File: src/rtl/ps2_pkg.sv
// Shared constants and FSM state type for the PS/2 key controller.
package ps2_pkg;

    localparam logic [7:0] PS2_EXT_CODE = 8'hE0;
    localparam logic [7:0] PS2_BRK_CODE = 8'hF0;

    typedef enum logic [1:0] {
        IDLE   = 2'd0,
        POP    = 2'd1,
        DECODE = 2'd2
    } ps2_state_t;

endpackage

File: src/rtl/ps2_key_ctrl.sv
// PS/2 scan-code decoder sitting behind the ps2_keyboard FIFO: pops one byte at a time
// and turns E0/F0 prefixed sequences into key events. Option: PS2_TYPEMATIC_FILTER_EN.
module ps2_key_ctrl
    import ps2_pkg::*;
#(
    parameter int CNT_W = 8
) (
    input  logic             clk,
    input  logic             clrn,
    input  logic             ready,
    input  logic [7:0]       data,
    input  logic             overflow,
    output logic             nextdata_n,
    output logic [7:0]       key_code,
    output logic             key_ext,
    output logic             key_down,
    output logic             evt_valid,
    output logic             evt_break,
    output logic [CNT_W-1:0] press_count,
    output logic             err
);

    ps2_state_t state;
    logic [7:0] byte_buf;
    logic       ext_pending;
    logic       brk_pending;
    logic       repeat_make;

    // A held key re-sends its make code; optionally swallow those repeats.
    always_comb begin
        repeat_make = 1'b0;
`ifdef PS2_TYPEMATIC_FILTER_EN
        repeat_make = key_down && !brk_pending &&
                      (byte_buf == key_code) && (ext_pending == key_ext);
`endif
    end

    always_ff @(posedge clk or negedge clrn) begin
        if (!clrn) begin
            state       <= IDLE;
            byte_buf    <= 8'h00;
            ext_pending <= 1'b0;
            brk_pending <= 1'b0;
            nextdata_n  <= 1'b1;
            key_code    <= 8'h00;
            key_ext     <= 1'b0;
            key_down    <= 1'b0;
            evt_valid   <= 1'b0;
            evt_break   <= 1'b0;
            press_count <= '0;
            err         <= 1'b0;
        end else begin
            evt_valid  <= 1'b0;
            nextdata_n <= 1'b1;
            case (state)
                IDLE: begin
                    if (ready) begin
                        byte_buf   <= data;
                        nextdata_n <= 1'b0;
                        state      <= POP;
                    end
                end
                POP: begin
                    state <= DECODE;
                end
                DECODE: begin
                    state <= IDLE;
                    if (byte_buf == PS2_EXT_CODE) begin
                        ext_pending <= 1'b1;
                    end else if (byte_buf == PS2_BRK_CODE) begin
                        brk_pending <= 1'b1;
                    end else begin
                        ext_pending <= 1'b0;
                        brk_pending <= 1'b0;
                        if (!repeat_make) begin
                            evt_valid <= 1'b1;
                            key_code  <= byte_buf;
                            key_ext   <= ext_pending;
                            evt_break <= brk_pending;
                            if (brk_pending) begin
                                key_down <= 1'b0;
                            end else begin
                                key_down    <= 1'b1;
                                press_count <= press_count + CNT_W'(1);
                            end
                        end
                    end
                end
                default: begin
                    state <= IDLE;
                end
            endcase
            // Placed last so a lost byte discards any prefix decoded on the same edge.
            if (overflow) begin
                err         <= 1'b1;
                ext_pending <= 1'b0;
                brk_pending <= 1'b0;
            end
        end
    end

endmodule

File: config.mk
export PLATFORM = sky130hd
export DESIGN_NAME = ps2_key_ctrl
export DESIGN_NICKNAME = d
export VERILOG_FILES = /design/src/rtl/ps2_pkg.sv /design/src/rtl/ps2_key_ctrl.sv
export SDC_FILE = /design/constraint.sdc
export NUM_CORES = 1
export LEC_CHECK = 0
export CAP_MARGIN = 10
export CORE_ASPECT_RATIO = 0.75
export CORE_UTILIZATION = 31
export DETAILED_ROUTE_END_ITERATION = 6
export PLACE_DENSITY_LB_ADDON = 0.15
export SLEW_MARGIN = 20
export SYNTH_ARGS = -nofsm -noshare
export SYNTH_HDL_FRONTEND = slang
export SYNTH_SLANG_ARGS = --single-unit
File: constraint.sdc
create_clock -name clk -period 3.8 [get_ports clk]
set_input_delay 0.57 -clock clk [delete_from_list [all_inputs] [get_ports clk]]
set_output_delay 0.57 -clock clk [all_outputs]
set_load 0.02 [all_outputs]
# Yosys cells after proc, flatten, opt, wreduce, memory -nomap -nowiden
# Index checks and enable logic that the tools add are counted.
dict set report word_totals {
  ff_bits 34
  inputBits 12
  output_inout_bits 22
}
dict set report op_classes {
  add_sub_neg 1
  eq_ne 7
  n_mux 16
  bitwise 3
  n_reduce_logical 7
}
# operator n
set ops {}
lappend ops {{$eq A8 B8 Y1 const B} 2}
lappend ops {{$mux W1} 14}
lappend ops {{$add A8 B1 Y8 const B} 1}
lappend ops {{$reduce_and A2 Y1} 3}
lappend ops {{$ne A2 B2 Y1 const B} 2}
lappend ops {{$pmux W2 S2} 1}
lappend ops {{$reduce_and A4 Y1} 1}
lappend ops {{$ne A3 B3 Y1 const B} 1}
lappend ops {{$not A1 Y1} 3}
lappend ops {{$reduce_and A3 Y1} 1}
lappend ops {{$eq A2 B1 Y1 const B} 1}
lappend ops {{$eq A2 B2 Y1 const B} 1}
lappend ops {{$logic_not A2 Y1} 1}
lappend ops {{$mux W2} 1}
lappend ops {{$reduce_bool A2 Y1} 1}

# Depth between registers and ports, before layout
# Gate-level depths: netlist (run 1).
dict set report logic_depth {
  depth_word 5
  depth_mapped 6
  ltp_nobuf 5
}

# Worst setup path before layout (run 1)
# Ideal clock, no wire load.
dict set report synth_timing {
  path_type {flip-flop to flip-flop}
  from {register byte_buf[2]}
  to {register evt_break}
  arrival_time_ns 1.306
  required_ns 3.675
  slack_ns 2.369
  path_stages_with_launch 7
  path_buffers 1
  path_cell_list {dfrtp_1 > and4b_4 > nand2_1 > nand2_1 > inv_2 > buf_6 > mux2_4}
}
dict set report synth_via {
  elab_chain_cells 3
  word_cells_on_any_way 5
}
# element line_no
set synth_rtl {}
lappend synth_rtl {{from (decl)} ps2_key_ctrl.sv:24} ;# logic [7:0] byte_buf;
lappend synth_rtl {{from (signal assigned)} ps2_key_ctrl.sv:58} ;# byte_buf <= data;
lappend synth_rtl {{$eq A8 B8 Y1, on equally long branches} {ps2_key_ctrl.sv:70, ps2_key_ctrl.sv:68}}
lappend synth_rtl {{$not A1 Y1 (no line)} --}
lappend synth_rtl {{$reduce_and A3 Y1 (no line) *} --}
lappend synth_rtl {{to (signal assigned)} ps2_key_ctrl.sv:79} ;# evt_break <= brk_pending;
lappend synth_rtl {{to (decl)} ps2_key_ctrl.sv:18} ;# output logic evt_break,
# Mark *: on every way between the ends. The rest lies on a longest branch, timed or not.
# A chain may end at the register's enable or synchronous reset.

# Worst setup path in the final report (run 1)
dict set report layout_timing {
  from {register nextdata_n}
  to {output port nextdata_n}
}
# element line_no
set layout_lines {}
lappend layout_lines {{from (decl)} ps2_key_ctrl.sv:13} ;# output logic nextdata_n,
lappend layout_lines {{from (signal assigned)} ps2_key_ctrl.sv:44} ;# nextdata_n <= 1'b1;
lappend layout_lines {{from (signal assigned)} ps2_key_ctrl.sv:54} ;# nextdata_n <= 1'b1;
lappend layout_lines {{from (signal assigned)} ps2_key_ctrl.sv:59} ;# nextdata_n <= 1'b0;
# No word-level cell between the ends.

==> out/qor.yml, run 1 <==
fillCellCount: 378
tritoncts.num_buffers: 5
first_iteration_detailed_routing_drc_count: 17
crit_chain: "clkdlybuf4s50_1"
coreArea_um2: 4100
r2r_cells: 3
stdcell_area_um2: 1840
cts_num_sinks: 34
crit_required_ns: 3.23
route.final.wire_length_mm: 2.34
fin_crit_ns: 1.96
maximum_number_of_pins_on_one_net_before_global_route_repair: 35
ctsHoldBuffers: 0
irDropWorstVdd_mv: 0.297
design.final.nets: 142
worst_reg_to_reg_setup_slack_ns: 2.17
placed_area_um2: 1750
pin_count: 34
finalCritPeriodShare: 0.515
register_clock_pin_slew_on_the_reported_worst_setup_and_hold_paths_ns: 0.07
clock.fmax_mhz: 511
hold_path.startpoint: "err$_DFFE_PN0P_"
die_y_um: 59.2
wl_per_cell_um: 12.7
grt_pass1_wl_mm: 4.13
final-max-slew-violation-count: 0
r2r_path_start: "state[1]$_DFFE_PN0P_"
post-route-drc-count: 0
clock_tree.root_cell: "sky130_fd_sc_hd__clkbuf_8"
maxCapViolations: 0
grt_setup_unrepaired: "false"
flow.area_growth_from_synthesis_pct: 36.2
synth_seq_cells: 34
end_kind: "output port"
setup.worst_path.class: "reg2out"
cts_resized: 0
min-delay-path-class: "reg2reg"
via_count: 802
h-tree-depth: 2
multiInputGateArea_um2: 475
post-cts-setup-buffers: 0
finalSetupViolCount: 0
timing.critical_path.slowest_cell_delay_ns: 0.59
fin_skew_ns: 0.00557
dp_hpwl_mm: 1.69
first_pass_iters: 4
gp_weighted_congestion: 0.684
post_synth_num_cell_types: 26
post_synth_instance_area_um2: 1350
critical_path_source_type: "register"
cpMaxStageDelayCell: "sky130_fd_sc_hd__clkdlybuf4s50_1"
post_synthesis_average_cell_area_um2: 15.2
synth_nets: 102
grt_pass1_vias: 855
cp_max_fo: 1
power.density_cell_area_nw_per_um2: 695
outcome: "finished clean"
vias_per_cell: 4.34
io_buffers: 33
fp-row-count: 20
number_of_routed_nets_with_antenna_violations: 0
worst_hold_path.endpoint: "err$_DFFE_PN0P_"
finalHoldViolations: 0
initial_core_util: 0.329
worst-endpoint-arrival_ns: 1.39
die_area_um2: 4630
cp.buffers_inverters: 1
r2r_end: "byte_buf[4]$_DFFE_PN0P_"
gr-usage-all-layers: 0.124
yosysWarnings: 0
synth_top_cells_by_area: "sky130_fd_sc_hd__dfrtp_1 61%, sky130_fd_sc_hd__mux2_2 11%, sky130_fd_sc_hd__mux2_4 6.7%"
timing.critical_path.max_delay_family: "buffers and inverters"
clock_insertion_delay_worst_skew_ns: 0.28
fin_tns_setup_ns: 0
cts_tree: "done"
holdPathStages: 1
synth_seq_area_share: 0.631
clock_tree.buffer_depth: 2
grt_antenna_before_repair: 0
diodes: 0
sequential_cell_area_um2: 852
power_leakage_uw: 0.000787
timing.slew.headroom: 0.607
drive_gt1_frac: 0.269
synth_largest_area_cell: "sky130_fd_sc_hd__dfrtp_1"
post_synth_inst_count: 89
worst_slew_pin_slew_ns: 0.588
dieWidth_um: 78.2
global_route_overflow: 0
netlist.area_leader.share: 0.611
[where the power goes]
part / total (µW) / internal (µW) / switching (µW)
Clock: 265 / 146 / 119
Combinational: 456 / 258 / 198
Sequential: 558 / 471 / 86.8
Total: 1280 / 875 / 404
[cells by family after synthesis]
family / synth area share
simple gates: 0.0972
compound gates: 0.0250
flops: 0.631
mux: 0.175
buf+inv: 0.0176
xor+xnor: 0.0454
fa+ha+maj: 0.00926
[worst max path at each step]
stage / startpoint / end / depth (start not counted) / slack (ns)
after floorplan: byte_buf[2]$_DFFE_PN0P_ / evt_break$_DFFE_PN0P_ / 6 / 2.37
after global placement: ready / byte_buf[4]$_DFFE_PN0P_ / 4 / 1.54
after detailed placement: ready / byte_buf[7]$_DFFE_PN0P_ / 4 / 1.52
after CTS: ready / byte_buf[7]$_DFFE_PN0P_ / 4 / 1.82
after global routing: ready / byte_buf[4]$_DFFE_PN0P_ / 4 / 1.69
final: nextdata_n$_DFF_PN1_ / nextdata_n / 1 / 1.84
[Yosys cell counts]
| library cell | number |
|---|---|
| sky130_fd_sc_hd__dfstp_2 | 1 |
| sky130_fd_sc_hd__nor2_1 | 2 |
| sky130_fd_sc_hd__ha_1 | 1 |
| sky130_fd_sc_hd__and3_1 | 2 |
| sky130_fd_sc_hd__nor3b_1 | 1 |
| sky130_fd_sc_hd__nand2b_1 | 1 |
| sky130_fd_sc_hd__xnor2_1 | 5 |
| sky130_fd_sc_hd__nor3_2 | 1 |
| sky130_fd_sc_hd__and4_1 | 1 |
| sky130_fd_sc_hd__buf_2 | 1 |
| sky130_fd_sc_hd__mux2_4 | 6 |
| sky130_fd_sc_hd__nand2_1 | 3 |
| sky130_fd_sc_hd__a21oi_1 | 1 |
| sky130_fd_sc_hd__and4b_4 | 1 |
| sky130_fd_sc_hd__xor2_1 | 2 |
| sky130_fd_sc_hd__nor3_1 | 2 |
| sky130_fd_sc_hd__or2_2 | 1 |
| sky130_fd_sc_hd__nand4_1 | 4 |
| sky130_fd_sc_hd__a211oi_4 | 1 |
| sky130_fd_sc_hd__a21o_2 | 1 |
| sky130_fd_sc_hd__buf_6 | 1 |
| sky130_fd_sc_hd__nor2b_1 | 2 |
| sky130_fd_sc_hd__inv_1 | 1 |
| sky130_fd_sc_hd__inv_2 | 1 |
| sky130_fd_sc_hd__mux2_2 | 13 |
| sky130_fd_sc_hd__dfrtp_1 | 33 |
[cell type report]
| class | instances | share of cell area |
|---|---|---|
| Tap cell | 55 | 0.0374 |
| Clock buffer | 7 | 0.0469 |
| Clock inverter | 1 | 0.00272 |
| Sequential cell | 34 | 0.463 |
| Multi-Input combinational cell | 51 | 0.258 |
| Timing Repair Buffer | 35 | 0.188 |
| Inverter | 2 | 0.00408 |
[cells in the final DEF (no fill, tap or decap), types with 2 or more instances in the layout]
master / n
sky130_fd_sc_hd__dfrtp_1: 33
sky130_fd_sc_hd__clkdlybuf4s50_1: 33
sky130_fd_sc_hd__mux2_2: 13
sky130_fd_sc_hd__mux2_4: 6
sky130_fd_sc_hd__clkbuf_8: 6
sky130_fd_sc_hd__xnor2_1: 5
sky130_fd_sc_hd__nand4_1: 4
sky130_fd_sc_hd__nand2_1: 3
sky130_fd_sc_hd__nor2b_1: 2
sky130_fd_sc_hd__nor3_1: 2
sky130_fd_sc_hd__and3_1: 2
sky130_fd_sc_hd__xor2_1: 2
sky130_fd_sc_hd__nor2_1: 2
sky130_fd_sc_hd__buf_4: 2
[per-stage QoR]
stage	hold slack [ns]	total power, µW	std cells	utilization	worst slack, ns
final	0.464	1280	185	0.448	1.84
after CTS	0.471	1300	185	0.448	1.82
after floorplan	0.274	806	89	-	2.37
after global routing	0.486	1360	185	0.448	1.69
after detailed placement	0.451	1030	177	0.426	1.52
after global placement	0.451	1020	177	0.426	1.54
[worst register-to-register path, delay by kind of cell (launching register included)]
kind | cells | cell delay, ns
mux | 1 | 0.33
flops | 1 | 0.40
simple gates | 1 | 0.52
buf+inv | 1 | 0.26
[metal layers]
layer	GRT usage	wire length, µm
met5	0	0
met1	0.164	1180
met3	0.0431	119
met2	0.174	989
met4	0.0794	56
[state kept, by name (all words and copies together), names as in the netlist, 2 cells and up]
signal	count
byte_buf	8
key_code	8
press_count	8
state	2
No activity file was read; power rests on OpenSTA's default activity.
==> run 2, diff against run 1 <==
Clock period 3.8 ns to 1.6 ns, I/O delays scaled along.
==> run 2 against run 1 <==
- core utilization grew 0.88 points
- die area is the same
- register-to-register slack lost 2.1 ns
- largest cell class unchanged
- highest routed layer unchanged
- global-route usage up 0.39 points
- clock power grew 120%
==> out/qor.yml, run 2 (same netlist as run 1, synthesis figures left out) <==
pin_count: 34  # unchanged
fp-row-count: 20  # unchanged
gp_weighted_congestion: 0.739  # +8.1%
timing.critical_path.slowest_cell_delay_ns: 0.64  # +0.05 ns
clock.fmax_mhz: 647
wl_per_cell_um: 13.2  # +4.3%
drive_gt1_frac: 0.276  # +0.00689
fillCellCount: 398  # +5.3%
finalCritPeriodShare: 0.966
io_buffers: 33  # unchanged
clock_tree.buffer_depth: 2  # unchanged
register_clock_pin_slew_on_the_reported_worst_setup_and_hold_paths_ns: 0.06  # about the same
die_area_um2: 4630  # unchanged
irDropWorstVdd_mv: 0.691  # +130%
final-max-slew-violation-count: 0  # unchanged
overall_power_uw: 3010  # +140%
cp.buffers_inverters: 1  # unchanged
finalHoldViolations: 0  # unchanged
crit_required_ns: 1.36  # -1.87 ns
cts_tree: "done"
first_pass_iters: 4  # unchanged
end_kind: "output port"
hold_slack_ns: 0.338  # -0.126 ns
layout.cells.most_common: "sky130_fd_sc_hd__dfrtp_1"
clock_insertion_delay_worst_skew_ns: 0.28  # about the same
timing.critical_path.max_delay_family: "buffers and inverters"
outcome: "finished clean"
worst_slew_pin_slew_ns: 0.374  # -0.214 ns
setup.worst_path.class: "reg2out"
dieWidth_um: 78.2  # unchanged
fin_crit_ns: 1.55
gr-usage-all-layers: 0.128  # +0.00392
timing.slew.headroom: 0.750  # +0.143
cp_max_fo: 4  # +3
finalSetupViolCount: 0  # unchanged
dp_hpwl_mm: 1.75  # +3.6%
vias_per_cell: 4.43  # +2.2%
most-common-layout-cells: "33 x sky130_fd_sc_hd__dfrtp_1, 28 x sky130_fd_sc_hd__clkdlybuf4s50_1, 13 x sky130_fd_sc_hd__mux2_2"
maxCapViolations: 0  # unchanged
fin_skew_ns: 0.00830  # +0.00273 ns
crit_chain: "clkdlybuf4s50_1"
cpMaxStageDelayCell: "sky130_fd_sc_hd__clkdlybuf4s50_1"
largest_registers: "byte_buf x8, key_code x8, press_count x8"
route.final.wire_length_mm: 2.50  # +6.6%
number_of_routed_nets_with_antenna_violations: 0  # unchanged
maximum_number_of_pins_on_one_net_before_global_route_repair: 35  # unchanged
coreArea_um2: 4100  # unchanged
post-route-drc-count: 0  # unchanged
design.final.nets: 146  # +2.8%
min-delay-path-class: "in2async"
die_y_um: 59.2  # unchanged
via_count: 837  # +4.4%
power_leakage_uw: 0.000844  # +7.2%
grt_pass1_wl_mm: 4.23  # +2.3%
diodes: 0  # unchanged
ctsHoldBuffers: 0  # unchanged
critical_path_source_type: "register"
clock_tree.root_cell: "sky130_fd_sc_hd__clkbuf_8"
cts_num_sinks: 34  # unchanged
worst-endpoint-arrival_ns: 1.31  # -0.08 ns
grt_antenna_before_repair: 0  # unchanged
first_iteration_detailed_routing_drc_count: 12  # -5
flow.area_growth_from_synthesis_pct: 38.9
tritoncts.num_buffers: 5  # unchanged
h-tree-depth: 2  # unchanged
grt_pass1_vias: 879  # +2.8%
global_route_overflow: 0  # unchanged
power.density_cell_area_nw_per_um2: 1600  # +130%
initial_core_util: 0.329  # unchanged
-- run 2: cell types whose count changed in the layout (fill, tap and decap cells not counted) --
cell / change
sky130_fd_sc_hd__buf_4: +3
sky130_fd_sc_hd__dlymetal6s2s_1: +3
sky130_fd_sc_hd__clkbuf_1: +2
sky130_fd_sc_hd__dlygate4sd2_1: +2
sky130_fd_sc_hd__clkdlybuf4s50_1: -5
sky130_fd_sc_hd__clkinv_2: -1
sky130_fd_sc_hd__buf_12: +1
sky130_fd_sc_hd__clkbuf_8: -1
-- run 2: final timing paths --
check	start	to	slack, ns	cells after the start
worst max-delay path	press_count[3]$_DFFE_PN0P_	press_count[3]	0.05	1
worst min-delay path	clrn	key_code[1]$_DFFE_PN0P_	0.34	2
worst max register to register	byte_buf[6]$_DFFE_PN0P_	press_count[1]$_DFFE_PN0P_	0.09	3
worst min register to register	press_count[7]$_DFFE_PN0P_	press_count[7]$_DFFE_PN0P_	0.46	1
max in group asynchronous	clrn	nextdata_n$_DFF_PN1_	1.02	2
min in group clk	press_count[7]$_DFFE_PN0P_	press_count[7]$_DFFE_PN0P_	0.46	1
-- run 2: repair_timing --
| item | in CTS | in global routing |
|---|---|---|
| buffers inserted | 0 | 2 |
| setup endpoints to repair | 2 | 7 |
| resized for setup | 2 | 3 |
| pin swaps | 0 | 3 |
| endpoints found under the hold margin | 0 | 0 |
-- run 2: per-stage QoR --
step,setup WS (ns),TNS (ns),area [µm²],cells,utilization
2_1_floorplan,0.169,0,1350,89,-
3_3_place_gp,0.0697,0,1780,179,0.433
3_5_place_dp,0.0438,0,1780,179,0.433
4_1_cts,0.0135,0,1850,187,0.452
5_1_grt,-0.00371,-0.00371,1880,189,0.457
6_report,0.0540,0,1880,189,0.457
-- run 2: final cells by class --
cell class | instances | area, µm² | share of cell area
sequential | 34 | 852 | 0.454
timing repair buffer | 39 | 393 | 0.209
inverter | 2 | 7.51 | 0.00400
multi-input combinational | 51 | 475 | 0.253
tap | 55 | 68.8 | 0.0367
clock buffer | 8 | 80.1 | 0.0427
-- run 2: report_power, final --
| group | total [µW] | switching, µW | internal [µW] |
|---|---|---|---|
| clock network | 581 | 272 | 309 |
| registers | 1330 | 207 | 1120 |
| logic | 1110 | 484 | 622 |
| total | 3010 | 963 | 2050 |
-- run 2: per-layer routing --
layer | vias to the layer above | wire, µm | share of wire | track usage
li1 | 395 | - | - | -
met1 | 416 | 1210 | 0.48 | 0.163
met2 | 19 | 1120 | 0.45 | 0.189
met3 | 7 | 115 | 0.046 | 0.0431
met4 | 0 | 55 | 0.022 | 0.0794
met5 | - | 0 | 0 | 0
==> run 3, diff against run 2 <==
Settings changed: RECOVER_POWER from default to 25.
==> run 3 against run 2 <==
- total power down 0.21%
- sequential power about the same
- count of clock-buffer cells in the layout unchanged
- non-clock buffer count unchanged
- design area down 0.80%
- worst hold slack better by 0.13 ns
- cell count unchanged
- flip-flop and latch count unchanged
- core utilization down 0.37 points
- sequential share of layout area up 0.37 points
- critical path type unchanged
- largest power group unchanged
==> out/qor.yml, run 3 (same netlist as run 1, synthesis figures left out) <==
finalCritPeriodShare: 0.966  # about the same
clock.fmax_mhz: 647  # about the same
largest_registers: "byte_buf x8, key_code x8, press_count x8"
worst_slack_ns: 0.0541  # +0.000165 ns
placedCellCount: 179  # unchanged
tritoncts.num_buffers: 5  # unchanged
diodes: 0  # unchanged
cts_num_sinks: 34  # unchanged
timing.critical_path.max_delay_family: "buffers and inverters"
first_pass_iters: 4  # unchanged
finalSetupViolCount: 0  # unchanged
crit_chain: "clkdlybuf4s50_1"
cts_tree: "done"
die_y_um: 59.2  # unchanged
r2r_end: "press_count[1]$_DFFE_PN0P_"
place_worst_setup_slack_ns: 0.0438  # unchanged
gr-usage-all-layers: 0.128  # unchanged
dieWidth_um: 78.2  # unchanged
fin_crit_ns: 1.55  # -0.000165 ns
wl_per_cell_um: 13.2  # about the same
holdPathStages: 1
irDropWorstVdd_mv: 0.690  # about the same
number_of_routed_nets_with_antenna_violations: 0  # unchanged
route.final.wire_length_mm: 2.50  # about the same
first_iteration_detailed_routing_drc_count: 12  # unchanged
cp_max_fo: 4  # unchanged
layout.cells.most_common: "sky130_fd_sc_hd__dfrtp_1"
timing.critical_path.slowest_cell_delay_ns: 0.64  # about the same
setup.worst_path.class: "reg2out"
clock_tree.root_cell: "sky130_fd_sc_hd__clkbuf_8"
hold_path.startpoint: "press_count[7]$_DFFE_PN0P_"
cp.buffers_inverters: 1  # unchanged
global_route_overflow: 0  # unchanged
flow.area_growth_from_synthesis_pct: 37.8
r2r_cells: 3  # unchanged
worst-endpoint-arrival_ns: 1.31  # about the same
drive_gt1_frac: 0.276  # unchanged
finish.cell_count_without_fillers: 189  # unchanged
die_area_um2: 4630  # unchanged
fin_skew_ns: 0.00839  # +0.0000945 ns
timing.slew.headroom: 0.442  # -0.308
clock_insertion_delay_worst_skew_ns: 0.28  # about the same
maximum_number_of_pins_on_one_net_before_global_route_repair: 35  # unchanged
clock_tree.buffer_depth: 2  # unchanged
design.final.nets: 146  # unchanged
worst_hold_path.endpoint: "press_count[7]$_DFFE_PN0P_"
critical_path_source_type: "register"
coreArea_um2: 4100  # unchanged
power.density_cell_area_nw_per_um2: 1610  # +0.60%
vias_per_cell: 4.43  # unchanged
min-delay-path-class: "reg2reg"
io_buffers: 33  # unchanged
end_kind: "output port"
register_clock_pin_slew_on_the_reported_worst_setup_and_hold_paths_ns: 0.07  # about the same
pin_count: 34  # unchanged
hold_slack_ns: 0.463  # +0.125 ns
gp_weighted_congestion: 0.739  # unchanged
fin_tns_setup_ns: 0  # unchanged
final-max-slew-violation-count: 0  # unchanged
via_count: 837  # unchanged
grt_antenna_before_repair: 0  # unchanged
h-tree-depth: 2  # unchanged
worst_slew_pin_slew_ns: 0.836  # +0.463 ns
dp_hpwl_mm: 1.75  # unchanged
worst_reg_to_reg_setup_slack_ns: 0.09  # about the same
most-common-layout-cells: "33 x sky130_fd_sc_hd__dfrtp_1, 27 x sky130_fd_sc_hd__clkdlybuf4s50_1, 13 x sky130_fd_sc_hd__mux2_2"
post-route-drc-count: 0  # unchanged
crit_required_ns: 1.36  # about the same
power_leakage_uw: 0.000839  # -0.59%
r2r_path_start: "byte_buf[6]$_DFFE_PN0P_"
initial_core_util: 0.329  # unchanged
finalHoldViolations: 0  # unchanged
outcome: "finished clean"
grt_pass1_wl_mm: 4.23  # unchanged
fp-row-count: 20  # unchanged
cpMaxStageDelayCell: "sky130_fd_sc_hd__clkdlybuf4s50_1"
post-route-util: 0.454  # -0.00366
grt_pass1_vias: 879  # unchanged
maxCapViolations: 0  # unchanged
run 3: through the flow:
step	power, µW	instance area, µm²
after floorplan	1920	1350
after global placement	2440	1780
after detailed placement	2460	1780
after CTS	3050	1850
after global routing	3190	1860
final	3010	1860
run 3: layout make-up:
type                    count  area, µm²
well taps                  55       68.8
repair buffers             39        378
inverters                   2       7.51
clock buffers               8       80.1
flip-flops and latches     34        852
fillers                   400       2240
multi-input cells          51        475
run 3: how the worst max path moves through the flow:
stage | start | to | slack (ns) | depth (start not counted)
2_1_floorplan | byte_buf[2]$_DFFE_PN0P_ | evt_break$_DFFE_PN0P_ | 0.17 | 6
3_3_place_gp | ready | byte_buf[7]$_DFFE_PN0P_ | 0.07 | 4
3_5_place_dp | ready | byte_buf[0]$_DFFE_PN0P_ | 0.04 | 4
4_1_cts | press_count[1]$_DFFE_PN0P_ | press_count[1] | 0.01 | 1
5_1_grt | byte_buf[6]$_DFFE_PN0P_ | press_count[7]$_DFFE_PN0P_ | -0.004 | 4
6_report | press_count[3]$_DFFE_PN0P_ | press_count[3] | 0.05 | 1
run 3: worst reg2reg max path, delay by kind of cell, from the launching register on:
family / cells / cell delay, ns
compound gates: 1 / 0.39
mux: 1 / 0.39
simple gates: 1 / 0.23
flops: 1 / 0.39
run 3: what timing repair did:
action                                  4_1_cts  5_1_grt
gates resized for setup                       2        3
setup buffers                                 0        2
endpoints found under the setup margin        2        7
pin swaps                                     0        3
hold buffers                                  0        0
run 3: per-layer routing:
metal	part of all wire	global-route usage	vias to the layer above
li1	-	-	396
met1	0.49	0.163	415
met2	0.44	0.189	19
met3	0.046	0.0431	7
met4	0.022	0.0794	0
met5	0	0	-
run 3: power breakdown:
group          total (µW)  leakage [µW]  switching [µW]  internal, µW
Sequential           1330      0.000416             207          1120
Combinational        1100      0.000383             483           617
Clock                 580     0.0000395             272           309
